`config.mk`:
```
export PLATFORM = sky130hd
export DESIGN_NAME = uart_frame_decoder
export DESIGN_NICKNAME = d
export VERILOG_FILES = /design/src/rtl/uart_frame_decoder.sv
export SDC_FILE = /design/constraint.sdc
export NUM_CORES = 1
export LEC_CHECK = 0
export CAP_MARGIN = 25
export CORE_UTILIZATION = 55
export CTS_CLUSTER_DIAMETER = 200
export CTS_CLUSTER_SIZE = 16
export DETAILED_ROUTE_END_ITERATION = 8
export PLACE_DENSITY = 0.78
export SLEW_MARGIN = 20
export SYNTH_ARGS = -nofsm -noshare
export SYNTH_HDL_FRONTEND = slang
export SYNTH_SLANG_ARGS = --single-unit
```
`constraint.sdc`:
```
create_clock -name ip_Clock -period 3.2 [get_ports ip_Clock]
set_input_delay 0.8 -clock ip_Clock [delete_from_list [all_inputs] [get_ports ip_Clock]]
set_output_delay 0.8 -clock ip_Clock [all_outputs]
set_load 0.01 [all_outputs]
```
`src/rtl/uart_frame_decoder.sv`:
```
// Frame decoder behind a UART receiver: SOF, LEN, LEN payload bytes, XOR CHK -> valid/ready byte stream.
// Latency: first payload byte is valid the cycle after the good CHK strobe; then one byte per accepting clock.
// Backpressure: output is held while ready is low; bytes arriving during output are dropped and flagged.
module uart_frame_decoder #(
    parameter int         MAX_LEN      = 16,
    parameter logic [7:0] SOF_BYTE     = 8'hA5,
    parameter int         TIMEOUT_CLKS = 4160
) (
    input  logic       ip_Clock,
    input  logic       ip_Rst_n,
    input  logic       ip_Rx_DV,
    input  logic [7:0] ip_Rx_Byte,
    output logic       op_Out_Valid,
    input  logic       ip_Out_Ready,
    output logic [7:0] op_Out_Byte,
    output logic       op_Out_Last,
    output logic [7:0] op_Frame_Len,
    output logic       op_Busy,
    output logic       op_Err_Chk,
    output logic       op_Err_Len,
    output logic       op_Err_Timeout,
    output logic       op_Overrun
);
    localparam int          IW          = (MAX_LEN > 1) ? $clog2(MAX_LEN) : 1;
    localparam logic [7:0]  LP_MAX      = 8'(MAX_LEN);
    localparam logic [15:0] LP_TMO_LAST = 16'(TIMEOUT_CLKS - 1);

    typedef enum logic [2:0] {S_IDLE, S_LEN, S_PAYLOAD, S_CHK, S_OUTPUT} state_t;

    state_t      r_state, w_next_state;
    logic [7:0]  r_buf [MAX_LEN];
    logic [7:0]  r_len, r_chk, r_idx, r_rd_idx;
    logic [15:0] r_tmo;
    logic        r_out_valid, r_out_last, r_busy;
    logic [7:0]  r_out_byte, r_frame_len;
    logic        r_err_chk, r_err_len, r_err_tmo, r_overrun;

    logic        w_err_chk, w_err_len, w_err_tmo;
    logic        w_len_ok, w_tmo_hit, w_tmo_run, w_accept, w_rd_is_last;
    logic [7:0]  w_rd_nxt;

    assign w_len_ok     = (ip_Rx_Byte != 8'd0) && (ip_Rx_Byte <= LP_MAX);
    assign w_tmo_hit    = (r_tmo == LP_TMO_LAST) && !ip_Rx_DV;
    assign w_tmo_run    = (r_state == S_LEN) || (r_state == S_PAYLOAD) || (r_state == S_CHK);
    assign w_accept     = r_out_valid && ip_Out_Ready;
    assign w_rd_nxt     = r_rd_idx + 8'd1;
    assign w_rd_is_last = (r_rd_idx == r_len - 8'd1);

    always_comb begin
        w_next_state = r_state;
        w_err_chk    = 1'b0;
        w_err_len    = 1'b0;
        w_err_tmo    = 1'b0;
        case (r_state)
            S_IDLE: begin
                if (ip_Rx_DV && (ip_Rx_Byte == SOF_BYTE)) w_next_state = S_LEN;
            end
            S_LEN: begin
                if (ip_Rx_DV) begin
                    if (w_len_ok) begin
                        w_next_state = S_PAYLOAD;
                    end else begin
                        w_err_len    = 1'b1;
                        w_next_state = S_IDLE;
                    end
                end else if (w_tmo_hit) begin
                    w_err_tmo    = 1'b1;
                    w_next_state = S_IDLE;
                end
            end
            S_PAYLOAD: begin
                if (ip_Rx_DV) begin
                    if (r_idx == r_len - 8'd1) w_next_state = S_CHK;
                end else if (w_tmo_hit) begin
                    w_err_tmo    = 1'b1;
                    w_next_state = S_IDLE;
                end
            end
            S_CHK: begin
                if (ip_Rx_DV) begin
                    if (ip_Rx_Byte == r_chk) begin
                        w_next_state = S_OUTPUT;
                    end else begin
                        w_err_chk    = 1'b1;
                        w_next_state = S_IDLE;
                    end
                end else if (w_tmo_hit) begin
                    w_err_tmo    = 1'b1;
                    w_next_state = S_IDLE;
                end
            end
            S_OUTPUT: begin
                if (w_accept && w_rd_is_last) w_next_state = S_IDLE;
            end
            default: w_next_state = S_IDLE;
        endcase
    end

    // Payload storage carries no reset: contents are only read after being written.
    always_ff @(posedge ip_Clock) begin
        if ((r_state == S_PAYLOAD) && ip_Rx_DV) r_buf[r_idx[IW-1:0]] <= ip_Rx_Byte;
    end

    always_ff @(posedge ip_Clock or negedge ip_Rst_n) begin
        if (!ip_Rst_n) begin
            r_state     <= S_IDLE;
            r_len       <= '0;
            r_chk       <= '0;
            r_idx       <= '0;
            r_rd_idx    <= '0;
            r_tmo       <= '0;
            r_out_valid <= 1'b0;
            r_out_last  <= 1'b0;
            r_out_byte  <= '0;
            r_frame_len <= '0;
            r_busy      <= 1'b0;
            r_err_chk   <= 1'b0;
            r_err_len   <= 1'b0;
            r_err_tmo   <= 1'b0;
            r_overrun   <= 1'b0;
        end else begin
            r_state   <= w_next_state;
            r_busy    <= (w_next_state != S_IDLE);
            r_err_chk <= w_err_chk;
            r_err_len <= w_err_len;
            r_err_tmo <= w_err_tmo;
            r_overrun <= (r_state == S_OUTPUT) && ip_Rx_DV;

            if (ip_Rx_DV || w_err_tmo || !w_tmo_run) r_tmo <= '0;
            else                                     r_tmo <= r_tmo + 16'd1;

            case (r_state)
                S_LEN: begin
                    if (ip_Rx_DV && w_len_ok) begin
                        r_len <= ip_Rx_Byte;
                        r_chk <= ip_Rx_Byte;
                        r_idx <= '0;
                    end
                end
                S_PAYLOAD: begin
                    if (ip_Rx_DV) begin
                        r_chk <= r_chk ^ ip_Rx_Byte;
                        r_idx <= r_idx + 8'd1;
                    end
                end
                S_CHK: begin
                    if (ip_Rx_DV && (ip_Rx_Byte == r_chk)) begin
                        r_out_valid <= 1'b1;
                        r_out_byte  <= r_buf[0];
                        r_out_last  <= (r_len == 8'd1);
                        r_frame_len <= r_len;
                        r_rd_idx    <= '0;
                    end
                end
                S_OUTPUT: begin
                    // Next byte is loaded on the accepting edge so the stream has no bubbles.
                    if (w_accept) begin
                        if (w_rd_is_last) begin
                            r_out_valid <= 1'b0;
                            r_out_last  <= 1'b0;
                            r_frame_len <= '0;
                            r_rd_idx    <= '0;
                        end else begin
                            r_rd_idx   <= w_rd_nxt;
                            r_out_byte <= r_buf[w_rd_nxt[IW-1:0]];
                            r_out_last <= (w_rd_nxt == r_len - 8'd1);
                        end
                    end
                end
                default: ;
            endcase
        end
    end

    assign op_Out_Valid   = r_out_valid;
    assign op_Out_Byte    = r_out_byte;
    assign op_Out_Last    = r_out_last;
    assign op_Frame_Len   = r_frame_len;
    assign op_Busy        = r_busy;
    assign op_Err_Chk     = r_err_chk;
    assign op_Err_Len     = r_err_len;
    assign op_Err_Timeout = r_err_tmo;
    assign op_Overrun     = r_overrun;
endmodule

```
## Yosys cells after proc, flatten, opt, wreduce, memory -nomap -nowiden

Memory sizes are Yosys's and may differ from the RTL's.
Index checks and enable logic that the tools add are counted.

| operators by class | value |
|---|---|
| add/sub/neg operators | 4 |
| $lt $le $gt $ge | 1 |
| eq/ne operators | 17 |
| muxes and demuxes | 48 |
| bitwise operators | 1 |
| reduce and logical (&&, ||, !) cells | 26 |

Operator list:

| operator | count |
|---|---|
| $mux 8 | 13 |
| $pmux 8 s2 | 5 |
| $eq 8x8->1 | 4 |
| $mux 3 | 8 |
| $mux 1 | 17 |
| $add 16x1->16 const B | 1 |
| $add 8x1->8 const B | 2 |
| $eq 16x13->1 const B | 1 |
| $mux 16 | 1 |
| $pmux 3 s5 | 1 |
| $logic_and 1x1->1 | 9 |
| $eq 8x1->1 const B | 1 |
| $eq 8x8->1 const B | 1 |
| $le 8x5->1 const B | 1 |
| $ne 2x2->1 const B | 4 |
| $reduce_and 4->1 | 2 |
| $reduce_bool 8->1 | 1 |
| $sub 8x1->8 const B | 1 |
| $xor 8x8->8 | 1 |
| $eq 3x2->1 const B | 2 |
| $reduce_and 3->1 | 2 |
| $logic_or 1x1->1 | 4 |
| $ne 2x1->1 const B | 2 |
| $pmux 1 s2 | 2 |
| other kinds (9) | 11 |

| storage, ports and cells | value |
|---|---|
| bits in registers | 74 |
| bits in writable memories | 128 |
| output and inout port bits | 23 |
| logic and storage cells | 113 |
| memories kept | 1 |

Memory list:

| memory | depth | bits a word | rd ports | clocked after memory_dff | wr ports | line | text |
|---|---|---|---|---|---|---|---|
| r_buf | 16 | 8 | 2 | 0 | 1 | 31 | `logic [7:0] r_buf [MAX_LEN];` |

## Logic depth before layout (Yosys ltp)

Gate-level depths: netlist of the first run.

| logic depth | value |
|---|---|
| depth in word-level cells | 8 |
| gate-level depth with buffers | 10 |
| gate-level depth less buffers | 8 |

## Worst setup path before layout of the first run

Ideal clock, no wire load.

| timing | value |
|---|---|
| kind | flip-flop to flip-flop |
| from | register r_len[0] |
| to | register r_rd_idx[5] |
| library setup time | 124 ps |
| data arrival time | 2649 ps |
| data required time | 3076 ps |
| slack | 427 ps |
| cell stages (with the launch flop) | 11 |
| buffers on the path | 2 |
| clock period less this slack | 2773 ps |
| cell sequence | dfrtp_1 buf_2 inv_1 ha_1 nor3b_2 xnor3_1 or4_4 o41ai_4 buf_6 nor2_1 a211o_1 |

| between the ends | value |
|---|---|
| word-level cells in the longest chain between the ends | 5 |

RTL lines:

| what | line | text |
|---|---|---|
| start: declaration | 32 | `logic [7:0] r_len, r_chk, r_idx, r_rd_idx;` |
| start signal: assignment | 135 | `r_len <= ip_Rx_Byte;` |
| $sub 8x1->8 | 47 | `assign w_rd_is_last = (r_rd_idx == r_len - 8'd1);` |
| $eq 8x8->1 | 47 |  |
| $mux 8 | 158 | `if (w_rd_is_last) begin` |
| $mux 8 | 157 | `if (w_accept) begin` |
| $pmux 8 s2 | 132 | `case (r_state)` |
| end signal: assignment | 164 | `r_rd_idx <= w_rd_nxt;` |
| end: declaration | 32 |  |

No other way between the ends. The select of a mux whose other input is x is not followed.
A chain may end at the register's enable or synchronous reset.

## Worst setup path in the final report of the first run

| timing | value |
|---|---|
| from | register r_len[1] |
| to | register r_out_byte[6], in the netlist op_Out_Byte[6] |

| between the ends | value |
|---|---|
| word-level cells in the longest chain between the ends | 4 |

RTL lines:

| what | line | text |
|---|---|---|
| $sub 8x1->8 | 47 |  |
| $eq 8x8->1 | 47 |  |
| $ne 2x2->1 (no line) | - |  |
| $reduce_and 4->1 (no line) | - |  |
| end signal: assignment | 149 | `r_out_byte <= r_buf[0];` |
| end signal: assignment | 165 | `r_out_byte <= r_buf[w_rd_nxt[IW-1:0]];` |
| end: declaration | 35 | `logic [7:0] r_out_byte, r_frame_len;` |

No other way between the ends.

==> results of run 1 <==
## area by class of cell
type,instances,area (um2),area share
clock buffers,26,459,0.0450
well taps,216,270,0.0265
clock inverters,1,8.76,0.000858
multi-input cells,368,3080,0.302
inverters,11,41.3,0.00404
repair buffers,68,651,0.0637
flip-flops and latches,202,5700,0.558
## state kept, by name, indices dropped and copies added (netlist names)
register / count
op_Err_Len: 1
r_tmo: 16
op_Overrun: 1
r_state: 3
op_Busy: 1
r_rd_idx: 8
op_Err_Timeout: 1
r_idx: 8
op_Out_Last: 1
r_chk: 8
op_Err_Chk: 1
op_Out_Valid: 1
r_len: 8
r_buf: 128
op_Out_Byte: 8
op_Frame_Len: 8
## kinds of logic after synthesis
logic type / count (synthesis)
AND/OR/NAND/NOR: 193
flip-flops: 202
buffers and inverters: 37
multiplexers: 48
AO/OA/AOI/OAI: 59
adder cells (fa/ha/maj): 8
XOR/XNOR: 60
## Yosys cell counts, types with 12 or more instances
cell and number:
sky130_fd_sc_hd__edfxtp_1 128, sky130_fd_sc_hd__dfrtp_1 74, sky130_fd_sc_hd__nand2_1 54, sky130_fd_sc_hd__mux4_2 40, sky130_fd_sc_hd__nor2_1 34, sky130_fd_sc_hd__xnor2_1 33, sky130_fd_sc_hd__nand3_1 23, sky130_fd_sc_hd__xor2_1 23
sky130_fd_sc_hd__clkbuf_1 19, sky130_fd_sc_hd__and2_1 16, sky130_fd_sc_hd__a21oi_1 14, sky130_fd_sc_hd__o21ai_0 14, sky130_fd_sc_hd__and3_1 12
## worst max-delay path, cell delays in order (launching register included)
cell,delay [ns]
sky130_fd_sc_hd__dfrtp_1,0.43
sky130_fd_sc_hd__inv_1,0.12
sky130_fd_sc_hd__ha_1,0.21
sky130_fd_sc_hd__nor3b_2,0.26
sky130_fd_sc_hd__xnor3_1,0.25
sky130_fd_sc_hd__or4_4,0.57
sky130_fd_sc_hd__nor4_1,0.34
sky130_fd_sc_hd__buf_4,0.18
sky130_fd_sc_hd__a21oi_2,0.07
sky130_fd_sc_hd__buf_12,0.17
sky130_fd_sc_hd__mux2_2,0.27
## power groups by stage
| stage | combinational (W) | clock, W | sequential, W |
|---|---|---|---|
| after CTS | 0.000131 | 0.00189 | 0.00279 |
| final | 0.000134 | 0.00185 | 0.00279 |
| after floorplan | 0.0000394 | 0 | 0.00285 |
| after detailed placement | 0.000130 | 0 | 0.00285 |
| after global placement | 0.000128 | 0 | 0.00285 |
| after global routing | 0.000146 | 0.00197 | 0.00279 |
## routing by layer
metal	part of all wire	GRT usage	routed length, um
met3	0.049	0.0359	905
met4	0.026	0.0789	487
met1	0.41	0.310	7680
met5	0	0	0
met2	0.51	0.411	9520
## through the flow
stage / setup WS, ns / total power (W) / instance area, um2
after floorplan: 0.427 / 0.00289 / 8920
after global placement: 0.148 / 0.00297 / 9710
after detailed placement: 0.0598 / 0.00298 / 9710
after CTS: 0.189 / 0.00481 / 10200
after global routing: 0.0880 / 0.00491 / 10200
final: 0.207 / 0.00478 / 10200
## worst max path at each step
stage / start / endpoint / slack [ns]
final: r_len[1] / op_Out_Byte[6] / 0.21
after global routing: r_len[1] / op_Out_Byte[3] / 0.09
after CTS: r_len[1] / op_Out_Byte[6] / 0.19
after detailed placement: ip_Rx_DV / op_Out_Byte[6] / 0.06
after global placement: ip_Rx_DV / op_Out_Byte[4] / 0.15
after floorplan: r_len[0] / r_rd_idx[5] / 0.43
==> PnR_summary.wiki, run 1 <==
{| class="wikitable"
! Metric !! Value
|-
| Clock buffer depth || 3
|-
| Synth Register Bits || 202
|-
| Arr. time, crit path || 3.35 ns
|-
| Post-Synth XOR/XNOR Area || 0.0644
|-
| Sequential fraction of design power || 0.585
|-
| Vias in the first global route || 5459
|-
| Total wire length after detailed routing || 18600 um
|-
| Sequential fraction of the synthesis area || 0.638
|-
| Die H || 129 um
|-
| Switching power || 0.000959 W
|-
| Clock network power share || 0.387
|-
| Worst-case reg-to-reg path depth || 10
|-
| Endpoint of the worst-slack reg-to-reg timing path || op_Out_Byte[6]
|-
| Insertion delay to the later sink of the worst-skew pair || 0.47 ns
|-
| Initial core utilization || 0.562
|-
| Final estimated routing congestion in global placement || 0.819
|-
| Die outline area || 16700 um2
|-
| Number of DRC markers after the initial detailed-route iteration || 426
|-
| Highest ir drop seen on vdd || 0.409 mV
|-
| Tightest slew margin relative to the limit || 0.577
|-
| Synthesis Warnings || 0
|-
| Distinct cell type count after synthesis || 57
|-
| Commonest non-fill, non-tap cells in the layout || sky130_fd_sc_hd__edfxtp_1 (128), sky130_fd_sc_hd__dfrtp_1 (73), sky130_fd_sc_hd__nand2_1 (54)
|-
| Switching part of the total || 0.201
|-
| WHS || 0.194 ns
|-
| Power density normalized to cell area || 468 nW/um2
|-
| Int Pwr || 0.00382 W
|-
| Fraction of final layout cells with drive strength greater than 1 || 0.164
|-
| TritonCTS clock tree || yes
|-
| Final HPWL from detailed placement || 12500 um
|-
| MaxCap Viol Count || 0
|-
| Synth async-reset ratio || 0.366
|-
| Portion of synthesized cell area occupied by the leading cell type || 0.431
|-
| Total track usage || 0.238
|-
| Overall overflow remaining after global route || 0
|-
| Post-layout min period || 2.99 ns
|-
| Post-Synth Simple-Gate Area || 0.112
|-
| Die X || 129 um
|-
| Netlist Area Pre-Place || 8920 um2
|-
| Layout fillers || 1152
|-
| Synth top area cells || sky130_fd_sc_hd__edfxtp_1 (43%), sky130_fd_sc_hd__dfrtp_1 (21%), sky130_fd_sc_hd__mux4_2 (10%)
|-
| Combinational family with the most area after synthesis || simple AND/OR/NAND/NOR gates
|-
| Utilization after layout || 0.643
|-
| CP required || 3.55 ns
|-
| Hold violation count in the final report || 0
|-
| Most common cell after layout, fill and taps aside || sky130_fd_sc_hd__edfxtp_1
|-
| I/O pins || 35
|-
| Endpoints failing setup || 0
|-
| Count of TritonRoute iterations in the first routing pass || 5
|-
| Average detailed-routed wire length per instance || 20.8 um
|-
| Area fraction in compound gates after synthesis || 0.0463
|-
| Area added between synthesis and finish || 14.4%
|-
| Mapped Nets || 627
|-
| Total inserted antenna cells || 0
|-
| Worst setup path class || reg2reg
|-
| Synth area leader || sky130_fd_sc_hd__edfxtp_1
|-
| Mean area per synthesized cell || 14.7 um2
|-
| Total via count after detailed routing || 5301
|-
| Clock slew at the register clock pins of the worst setup and hold paths || 0.07 ns
|-
| Status || completed
|-
| Adder-cell share of the synthesized area || 0.0112
|-
| Max-slew violation count || 0
|-
| Fraction of synthesized area in multiplexers || 0.111
|-
| R2R Setup Slk || 0.21 ns
|-
| Top FF cell, synth || sky130_fd_sc_hd__edfxtp_1
|-
| Level count of the clock H-tree || 1
|-
| Count of flip-flops with a built-in enable after synthesis || 128
|-
| Non-filler cells in the finished layout || 892
|-
| Setup_tns || 0 ns
|-
| Number of clock buffers inserted by TritonCTS || 16
|-
| RR Startpoint || r_len[1]
|-
| Combinational group share of total power || 0.028
|-
| DRT antenna net count || 0
|-
| Clk root buf || sky130_fd_sc_hd__clkbuf_16
|-
| Largest clock skew in the final design || 0.0118 ns
|-
| Post-cts hold buffer count || 0
|-
| Nets@finish || 687
|-
| Transition time at the pin with the least slew margin || 0.633 ns
|-
| Setup repair after global routing missed its margin || false
|-
| DRC violation count after routing || 0
|-
| Tightest Hold Check Type || in2async
|-
| Leakage power summed over all cells || 3.79 nW
|-
| Cell count after synthesis || 607
|-
| Maximum number of pins on one net before global-route repair || 75
|-
| Total of buffers placed on input and output ports || 34
|-
| Cell total after placement || 864
|-
| Startpoint types || flip-flop
|-
| Floorplan Core Area || 15900 um2
|-
| Initial antenna violation count || 0
|-
| Count of instances resized after the clock tree is built || 0
|-
| Number of buffers added for setup after CTS || 0
|-
| Wire length of the first global-routing pass || 29400 um
|-
| Fraction of the cycle the final worst path needs || 0.935
|-
| Max FO, Critical Path || 8
|-
| Critical Path End Type || flip-flop
|-
| Max Clock Freq || 0.334 GHz
|-
| Number of sinks handled by clock tree synthesis || 202
|-
| Mean number of vias per cell || 5.94
|-
| Std-Cell Rows || 46
|}
Power figures use the tool's default switching activity.
==> run 2: changes to the inputs <==
- GPL_TIMING_DRIVEN: unset -> 0
==> run 2 against run 1 <==
Net effect: clock-buffer cell count decreased by 3; worst hold slack gained 0.031 ns; design area fell by 1.5%; critical path depth is 2 lower; combinational power shrank 8%; total power down 0.92%; die area unchanged; maximum frequency decreased by 1.8%; sequential power hardly changed; clock power barely moved; setup slack worse by 0.055 ns.
==> PnR_summary.wiki, run 2 (synthesis results as in run 1) <==
{| class="wikitable"
! Metric !! Value
|-
| Hold violation count in the final report || 0
|-
| Nets@finish || 681
|-
| Setup repair after global routing missed its margin || false
|-
| Clk root buf || sky130_fd_sc_hd__clkbuf_16
|-
| Final HPWL from detailed placement || 12600 um
|-
| Max-slew violation count || 0
|-
| R2R Setup Slk || 0.15 ns
|-
| Fraction of the cycle the final worst path needs || 0.952
|-
| Max Clock Freq || 0.328 GHz
|-
| Total via count after detailed routing || 5409
|-
| Overall overflow remaining after global route || 0
|-
| Startpoint types || flip-flop
|-
| Mean number of vias per cell || 6.12
|-
| Total inserted antenna cells || 0
|-
| Endpoints failing setup || 0
|-
| RR Startpoint || r_rd_idx[1]
|-
| Number of DRC markers after the initial detailed-route iteration || 482
|-
| Total of buffers placed on input and output ports || 34
|-
| Initial core utilization || 0.562
|-
| Post-layout min period || 3.05 ns
|-
| Std-Cell Rows || 46
|-
| Power density normalized to cell area || 471 nW/um2
|-
| TritonCTS clock tree || yes
|-
| Final estimated routing congestion in global placement || 0.872
|-
| Worst-case reg-to-reg path depth || 8
|-
| Initial antenna violation count || 0
|-
| MaxCap Viol Count || 0
|-
| Wire length of the first global-routing pass || 29600 um
|-
| CP required || 3.58 ns
|-
| Cell total after placement || 859
|-
| Highest ir drop seen on vdd || 0.351 mV
|-
| Worst setup path class || reg2reg
|-
| Status || completed
|-
| Max FFs per register || 128
|-
| I/O pins || 35
|-
| Commonest non-fill, non-tap cells in the layout || sky130_fd_sc_hd__edfxtp_1 (128), sky130_fd_sc_hd__dfrtp_1 (74), sky130_fd_sc_hd__nand2_1 (54)
|-
| Vias in the first global route || 5310
|-
| Average detailed-routed wire length per instance || 21.4 um
|-
| Die outline area || 16700 um2
|-
| Slowest cell on crit path || sky130_fd_sc_hd__clkbuf_1
|-
| Non-filler cells in the finished layout || 884
|-
| Total track usage || 0.239
|-
| Insertion delay to the later sink of the worst-skew pair || 0.49 ns
|-
| Level count of the clock H-tree || 1
|-
| DRT antenna net count || 0
|-
| Total power draw || 0.00473 W
|-
| Max FO, Critical Path || 10
|-
| Maximum number of pins on one net before global-route repair || 49
|-
| Endpoint of the worst-slack reg-to-reg timing path || op_Out_Byte[6]
|-
| Die H || 129 um
|-
| Tightest Hold Check Type || in2async
|-
| Fraction of final layout cells with drive strength greater than 1 || 0.135
|-
| Most common cell after layout, fill and taps aside || sky130_fd_sc_hd__edfxtp_1
|-
| DRC violation count after routing || 0
|-
| Critical Path End Type || flip-flop
|-
| Total wire length after detailed routing || 18900 um
|-
| WHS || 0.225 ns
|-
| Number of clock buffers inserted by TritonCTS || 16
|-
| Clock slew at the register clock pins of the worst setup and hold paths || 0.07 ns
|-
| Die X || 129 um
|-
| Count of TritonRoute iterations in the first routing pass || 7
|-
| Arr. time, crit path || 3.42 ns
|-
| Slowest Stage Delay on Critical Path || 0.54 ns
|-
| Leakage power summed over all cells || 3.72 nW
|-
| Largest clock skew in the final design || 0.0204 ns
|-
| Number of buffers added for setup after CTS || 0
|-
| Transition time at the pin with the least slew margin || 0.969 ns
|-
| Clock buffer depth || 3
|-
| Area added between synthesis and finish || 12.7%
|-
| Number of sinks handled by clock tree synthesis || 202
|-
| Tightest slew margin relative to the limit || 0.354
|-
| Floorplan Core Area || 15900 um2
|-
| CP cell instances || ha_1 > clkbuf_1 > clkbuf_1 > mux4_2 > mux4_2 > nand2_1 > nand2_1 > mux2_2
|}
==> run 2: cell types whose count changed in the layout (fill, tap and decap cells not counted), moves of 2 or more <==
| cell | change |
|---|---|
| sky130_fd_sc_hd__buf_12 | -3 |
| sky130_fd_sc_hd__buf_2 | +4 |
| sky130_fd_sc_hd__buf_4 | -30 |
| sky130_fd_sc_hd__buf_6 | +2 |
| sky130_fd_sc_hd__clkbuf_1 | +15 |
| sky130_fd_sc_hd__clkbuf_2 | +5 |
| sky130_fd_sc_hd__clkdlybuf4s50_1 | -8 |
| sky130_fd_sc_hd__dlygate4sd2_1 | +4 |
| sky130_fd_sc_hd__dlymetal6s2s_1 | +3 |
| sky130_fd_sc_hd__xor2_1 | -2 |
| sky130_fd_sc_hd__xor2_2 | +2 |
==> run 2: layout make-up <==
type                    count  area [um2]
plain buffers              26         115
clock buffers              23         427
clock inverters             2        25.0
fillers                  1164        5830
inverters                  11        41.3
multi-input cells         368        3110
flip-flops and latches    202        5700
well taps                 216         270
repair buffers             36         374
==> run 2: through the flow <==
stage,util,area (um2),setup TNS [ns],setup slack [ns]
3_5_place_dp,0.603,9590,-20.28,-0.851
6_report,0.633,10100,0,0.152
4_1_cts,0.632,10000,0,0.0271
2_1_floorplan,-,8920,0,0.427
5_1_grt,0.633,10100,0,0.00975
3_3_place_gp,0.600,9530,-107.61,-1.23
==> run 2: critical path, delay by kind of cell (launching register included) <==
| kind | cells | cell delay, ns |
|---|---|---|
| adders and majority gates | 1 | 0.31 |
| buffers and inverters | 2 | 0.87 |
| DFF | 1 | 0.46 |
| and+or+nand+nor | 2 | 0.15 |
| muxes | 3 | 1.16 |
==> run 2: power by group <==
| part | switching (W) | internal, W |
|---|---|---|
| Sequential | 0.00000843 | 0.00278 |
| Combinational | 0.0000869 | 0.0000358 |
| Clock | 0.000881 | 0.000936 |
| Total | 0.000976 | 0.00376 |
==> run 2: worst max path at each step <==
stage,depth (start not counted),slack (ns),endpoint,from
finish,8,0.15,op_Out_Byte[6],r_rd_idx[1]
global route,8,0.01,r_idx[6],ip_Rx_DV
CTS,8,0.03,op_Out_Byte[0],r_rd_idx[1]
detailed placement,8,-0.85,op_Out_Byte[6],ip_Rx_Byte[4]
global placement,1,-1.23,r_tmo[0],ip_Rst_n
floorplan,10,0.43,r_rd_idx[5],r_len[0]
==> run 2: per-layer routing <==
layer	global-route usage	wire, um
met5	0	0
met4	0.0713	375
met3	0.0388	1350
met2	0.403	9540
met1	0.324	7670
==> run 2: repair_timing <==
action,CTS,global route
pin swaps,0,1
endpoints found under the hold margin,0,0
gates resized for setup,6,14
endpoints found under the setup margin,20,24
hold buffers,0,0
==> run 3: changes to the inputs <==
- ABC_CLOCK_PERIOD_IN_PS: unset -> 3200
==> results of run 3 <==
Same layout as run 2: the final DEF is identical, and so are final timing and power.
